### src/rtl/bc_pkg.sv
// rtl/bc_pkg.sv - shared types, constants and digit validity check for the Bulls & Cows controller
package bc_pkg;

    localparam int NUM_DIGITS = 4;
    localparam int DIGIT_W = 4;
    localparam logic [DIGIT_W-1:0] DIGIT_MAX = 4'd9;

    typedef enum logic [1:0] {
        ST_IDLE         = 2'd0,
        ST_CHECK        = 2'd1,
        ST_OFFER        = 2'd2,
        ST_WAIT_RELEASE = 2'd3
    } entry_state_t;

    // A word is a legal guess when every nibble is a decimal digit and no digit repeats.
    function automatic logic digits_valid(input logic [15:0] word);
        logic [DIGIT_W-1:0] dig [NUM_DIGITS];
        logic ok;
        ok = 1'b1;
        for (int i = 0; i < NUM_DIGITS; i++) begin
            dig[i] = word[i*DIGIT_W +: DIGIT_W];
        end
        for (int i = 0; i < NUM_DIGITS; i++) begin
            if (dig[i] > DIGIT_MAX) begin
                ok = 1'b0;
            end
            for (int j = i + 1; j < NUM_DIGITS; j++) begin
                if (dig[i] == dig[j]) begin
                    ok = 1'b0;
                end
            end
        end
        return ok;
    endfunction

endpackage

### src/rtl/bc_debounce.sv
// rtl/bc_debounce.sv - button synchroniser, debouncer and rising-edge pulse generator
module bc_debounce
    import bc_pkg::*;
#(
    parameter int DEBOUNCE_CYCLES = 50000,
    parameter int CNT_W = $clog2(DEBOUNCE_CYCLES + 1)
) (
    input  logic clock,
    input  logic reset,
    input  logic raw,
    output logic clean,
    output logic rise
);

    localparam logic [CNT_W-1:0] CNT_MAX  = CNT_W'(DEBOUNCE_CYCLES);
    localparam logic [CNT_W-1:0] CNT_LAST = CNT_W'(DEBOUNCE_CYCLES - 1);
    localparam logic [CNT_W-1:0] CNT_ONE  = CNT_W'(1);

    logic sync1_q, sync2_q;
    logic [1:0] prime_q;
    logic [CNT_W-1:0] cnt_q, cnt_d;
    logic [CNT_W-1:0] low_cnt_q, low_cnt_d;
    logic clean_q, clean_d;
    logic rise_q, rise_d;
    logic armed_q, armed_d;

    // Accept a level change only after it has persisted for DEBOUNCE_CYCLES samples.
    always_comb begin
        cnt_d   = cnt_q;
        clean_d = clean_q;
        if (sync2_q == clean_q) begin
            cnt_d = '0;
        end else if (cnt_q >= CNT_LAST) begin
            clean_d = sync2_q;
            cnt_d   = CNT_MAX;
        end else begin
            cnt_d = cnt_q + CNT_ONE;
        end
    end

    // A button held through reset must be seen released before its next press counts.
    // prime_q masks the reset values still flowing through the synchroniser.
    always_comb begin
        low_cnt_d = low_cnt_q;
        armed_d   = armed_q;
        if (!prime_q[1] || sync2_q) begin
            low_cnt_d = '0;
        end else if (low_cnt_q >= CNT_LAST) begin
            low_cnt_d = CNT_MAX;
            armed_d   = 1'b1;
        end else begin
            low_cnt_d = low_cnt_q + CNT_ONE;
        end
        rise_d = clean_d & ~clean_q & armed_q;
    end

    // Synchroniser, debounce and edge-detect state.
    always_ff @(posedge clock or negedge reset) begin
        if (!reset) begin
            sync1_q   <= 1'b0;
            sync2_q   <= 1'b0;
            prime_q   <= 2'b00;
            cnt_q     <= '0;
            low_cnt_q <= '0;
            clean_q   <= 1'b0;
            rise_q    <= 1'b0;
            armed_q   <= 1'b0;
        end else begin
            sync1_q   <= raw;
            sync2_q   <= sync1_q;
            prime_q   <= {prime_q[0], 1'b1};
            cnt_q     <= cnt_d;
            low_cnt_q <= low_cnt_d;
            clean_q   <= clean_d;
            rise_q    <= rise_d;
            armed_q   <= armed_d;
        end
    end

    assign clean = clean_q;
    assign rise  = rise_q;

endmodule

### src/rtl/bc_guess_entry.sv
// rtl/bc_guess_entry.sv - captures, validates and offers a four-digit guess on each button press
module bc_guess_entry
    import bc_pkg::*;
#(
    parameter int DEBOUNCE_CYCLES = 50000,
    parameter int CNT_W = $clog2(DEBOUNCE_CYCLES + 1)
) (
    input  logic        clock,
    input  logic        reset,
    input  logic [15:0] sw,
    input  logic        btn,
    output logic [15:0] guess_out,
    output logic        guess_valid,
    input  logic        guess_ready,
    output logic        error
);

    logic btn_clean;
    logic btn_rise;

    entry_state_t state_q, state_d;
    logic [15:0] cap_q, cap_d;
    logic [15:0] guess_q, guess_d;
    logic valid_q, valid_d;
    logic error_q, error_d;

    bc_debounce #(
        .DEBOUNCE_CYCLES(DEBOUNCE_CYCLES),
        .CNT_W(CNT_W)
    ) u_debounce (
        .clock(clock),
        .reset(reset),
        .raw(btn),
        .clean(btn_clean),
        .rise(btn_rise)
    );

    // Entry FSM: one capture per press, one offer per valid capture.
    always_comb begin
        state_d = state_q;
        cap_d   = cap_q;
        guess_d = guess_q;
        valid_d = valid_q;
        error_d = error_q;
        case (state_q)
            ST_IDLE: begin
                if (btn_rise) begin
                    cap_d   = sw;
                    state_d = ST_CHECK;
                end
            end
            ST_CHECK: begin
                if (digits_valid(cap_q)) begin
                    guess_d = cap_q;
                    valid_d = 1'b1;
                    error_d = 1'b0;
                    state_d = ST_OFFER;
                end else begin
                    error_d = 1'b1;
                    state_d = ST_WAIT_RELEASE;
                end
            end
            ST_OFFER: begin
                if (valid_q && guess_ready) begin
                    valid_d = 1'b0;
                    state_d = ST_WAIT_RELEASE;
                end
            end
            ST_WAIT_RELEASE: begin
                if (!btn_clean) begin
                    state_d = ST_IDLE;
                end
            end
            default: state_d = ST_IDLE;
        endcase
    end

    // FSM, capture and output registers.
    always_ff @(posedge clock or negedge reset) begin
        if (!reset) begin
            state_q <= ST_IDLE;
            cap_q   <= 16'h0000;
            guess_q <= 16'h0000;
            valid_q <= 1'b0;
            error_q <= 1'b0;
        end else begin
            state_q <= state_d;
            cap_q   <= cap_d;
            guess_q <= guess_d;
            valid_q <= valid_d;
            error_q <= error_d;
        end
    end

    assign guess_out   = guess_q;
    assign guess_valid = valid_q;
    assign error       = error_q;

endmodule

### config.mk
export PLATFORM = sky130hd
export DESIGN_NAME = bc_guess_entry
export DESIGN_NICKNAME = d
export VERILOG_FILES = /design/src/rtl/bc_pkg.sv /design/src/rtl/bc_debounce.sv /design/src/rtl/bc_guess_entry.sv
export SDC_FILE = /design/constraint.sdc
export NUM_CORES = 1
export LEC_CHECK = 0
export BUFFER_PORTS_ARGS = -buffer_cell sky130_fd_sc_hd__buf_2
export CAP_MARGIN = 0
export CORE_UTILIZATION = 58
export DETAILED_ROUTE_END_ITERATION = 6
export MAX_ROUTING_LAYER = met4
export PLACE_DENSITY = 0.9
export SYNTH_ARGS = -nofsm -noshare
export SYNTH_HDL_FRONTEND = slang
export SYNTH_SLANG_ARGS = --single-unit
### constraint.sdc
create_clock -name clock -period 2.4 [get_ports clock]
set_input_delay 0.72 -clock clock [delete_from_list [all_inputs] [get_ports clock]]
set_output_delay 0.72 -clock clock [all_outputs]
set_load 0.05 [all_outputs]
==> flow_summary.ini <==
[outcome]
status = finished clean

[clocking]
cts_resized = 0
clock_path_buffers = 2
clk_pin_slew_ns = 0.07
htreeDepth = 3
clock_latency_ns = 0.35
cts.sinks = 75
clockRootBuffer = clkbuf_8
post_cts_buffers = 0
cts_tree = done
hold_buffers = 0
cts_buffers = 9

[timing]
fin_crit_ns = 2.13
slew_headroom_pct = 59.5
max_freq_ghz = 0.469
skew_ns = 0.0163
setup_viol = 0
worstMarginPinSlew_ns = 0.607
hold_slack_ns = 0.351
slew_viol_final = 0
final.period_utilization_pct = 88.9
rsz0062_at_grt = false
hold_violations = 0
setup_tns_ns = 0

[floorplan]
die_w_um = 80.7
ios = 38
die_area_um2 = 6510
initial_core_util_pct = 60.3
die_y_um = 80.7
core_um2 = 5960
rows = 28

[final_layout]
layout-drive-gt1-share_pct = 27.0
syn2layout_area_growth_pct = 13.1
finalNetCount = 374
diodes = 0
nFillCells = 405
fin_cells = 427

[job]
cap_violations = 0

[pwr]
leakage_nw = 1.84
p_per_area_nw_per_um2 = 983
peakVddDrop_mv = 0.668
power_mw = 3.99

[worst_setup_path]
crit_slowest_cell = dfrtp_1
end_kind = flop
worstSetupStartpoint = cap_q[10]
rr_startpoint = cap_q[10]
critPathMaxFanout = 17
crit_required_ns = 2.63
crit_type = flop to flop
critPathLaunchType = flop
crit_family = simple AND/OR/NAND/NOR gates
max_stage_delay_ns = 0.47
path_buf_inv = 1
arrival_ns = 2.36
path_cells = o21ai_0 > nand4_1 > nor4_2 > nand4_4 > buf_12 > mux2_4

[global_routing]
grt_pass1_wl_mm = 11.4
grt_overflow = 0
first_global_vias = 2426
antenna_found_initial = 0
grt_max_degree = 51
grt_usage_pct = 24.5

[routing]
vias_per_cell = 5.74
ant_nets = 0
vias = 2449
drc_errors = 0
drt_iter0_drc = 88
post_drt_wl_per_cell_um = 16.4
firstDrtPassIters = 4
drt_wl_total_mm = 7.02

[yosys]
yosysSeqAreaShare_pct = 52.3
yosysWarnings = 0
netlist_area_um2 = 3590
synth_seq_cells = 75
yosysTopAreaCell = dfrtp_1
yosys.area.top_type_share_pct = 52.3
synth_area_leaders = dfrtp_1, mux2_2, xor2_1, xnor2_1, mux2_4
synth_nets = 337
syn_area_per_cell_um2 = 11.6
netlist_instances = 310
synth.distinct_cells = 39

[min_path]
hold_class = flop to flop
min_from = u_debounce.prime_q[0]

[placed_design]
routabilityCongestion = 0.894
placed_cells = 410
port_buffers = 37
hpwlAfterDp_mm = 4.64
## where the power goes
part / switching, mW / internal (mW) / total (mW)
clock network: 0.456 / 0.674 / 1.13
logic: 0.833 / 0.419 / 1.25
registers: 0.150 / 1.46 / 1.61
## final timing paths
kind,endpoint,slack [ns],cells past startpoint
max,guess_out[11],0.27,6
min,u_debounce.prime_q[1],0.35,0
max reg2reg,guess_out[11],0.27,6
min reg2reg,u_debounce.prime_q[1],0.35,0
max in group asynchronous,u_debounce.cnt_q[11],1.50,2
min in group asynchronous,cap_q[7],0.36,2
## stage by stage
step	util, %	setup slack, ns	instance area (um^2)
CTS	67.8	0.0885	4040
detailed placement	63.8	0.248	3800
global route	68.2	0.142	4060
global placement	63.8	0.312	3800
floorplan	-	0.451	3590
finish	68.2	0.266	4060
## layout make-up
cell class | instances | area [um^2] | area share (%)
clock buffers | 13 | 169 | 4.16
multi-input cells | 211 | 1580 | 39.0
well taps | 75 | 93.8 | 2.31
inverters | 7 | 26.3 | 0.647
flip-flops and latches | 75 | 1880 | 46.2
repair buffers | 43 | 243 | 5.98
clock inverters | 3 | 68.8 | 1.70
## Yosys cell counts
master      n
nand3_1    15
o21bai_1    2
nor2_1     30
mux2_4      9
mux2_2     25
a311oi_1    1
clkbuf_1    3
nand4_4     1
o211ai_1    1
nand2b_1    4
a21boi_0    2
a221o_1     1
nand2_1    13
clkbuf_2    2
buf_1       1
nor2b_1     1
xnor2_1    22
o21a_1      1
o2111ai_1   1
and3_1      2
a41oi_1     1
xor2_1     28
nor4_1      6
nor3_1      6
a21oi_1    12
mux2i_1     1
buf_6       4
dfrtp_1    75
a31o_2      1
nand4_1     7
inv_1       7
ha_1        7
conb_1      1
nor4_2      1
and2_1      1
o21ai_1     1
a31oi_1     3
o21ai_0     4
buf_2       7
## per-layer routing
| layer | vias up | share of wire (%) | GRT usage (%) |
|---|---|---|---|
| li1 | 1133 | - | - |
| met1 | 1214 | 42 | 27.8 |
| met2 | 80 | 50 | 40.1 |
| met3 | 22 | 4.8 | 5.80 |
| met4 | 0 | 3.1 | 13.4 |
| met5 | - | 0 | - |
## state kept, by name, indices dropped and copies added (netlist names)
| name | count |
|---|---|
| u_debounce.sync2_q | 1 |
| u_debounce.rise | 1 |
| u_debounce.low_cnt_q | 16 |
| guess_out | 16 |
| cap_q | 16 |
| u_debounce.prime_q | 2 |
| state_q | 2 |
| u_debounce.sync1_q | 1 |
| error | 1 |
| u_debounce.clean | 1 |
| guess_valid | 1 |
| u_debounce.armed_q | 1 |
| u_debounce.cnt_q | 16 |
## cell families after synthesis
logic type                 Yosys count  share of synthesized area [%]
and+or+nand+nor                     87                           12.0
muxes                               35                           11.9
xor gates and xnor gates            50                           12.2
adders and majority gates            7                           2.44
AOI/OAI and AO/OA                   31                           5.40
buffers and inverters               24                           3.66
DFF                                 75                           52.3
other                                1                          0.104
## placed cells by master, fill, tap and decap left out, types with 5 or more instances in the layout
cell type,netlist,routed
nand2_1,13,13
inv_1,7,7
nor4_1,6,6
nand3_1,15,15
mux2_2,25,25
nor3_1,6,6
xor2_1,28,28
a21oi_1,12,12
dfrtp_1,75,75
ha_1,7,7
xnor2_1,22,22
mux2_4,9,9
nand4_1,7,7
buf_2,7,37
clkbuf_8,0,12
buf_4,0,5
nor2_1,30,30
(Power assumes the default switching activity.)
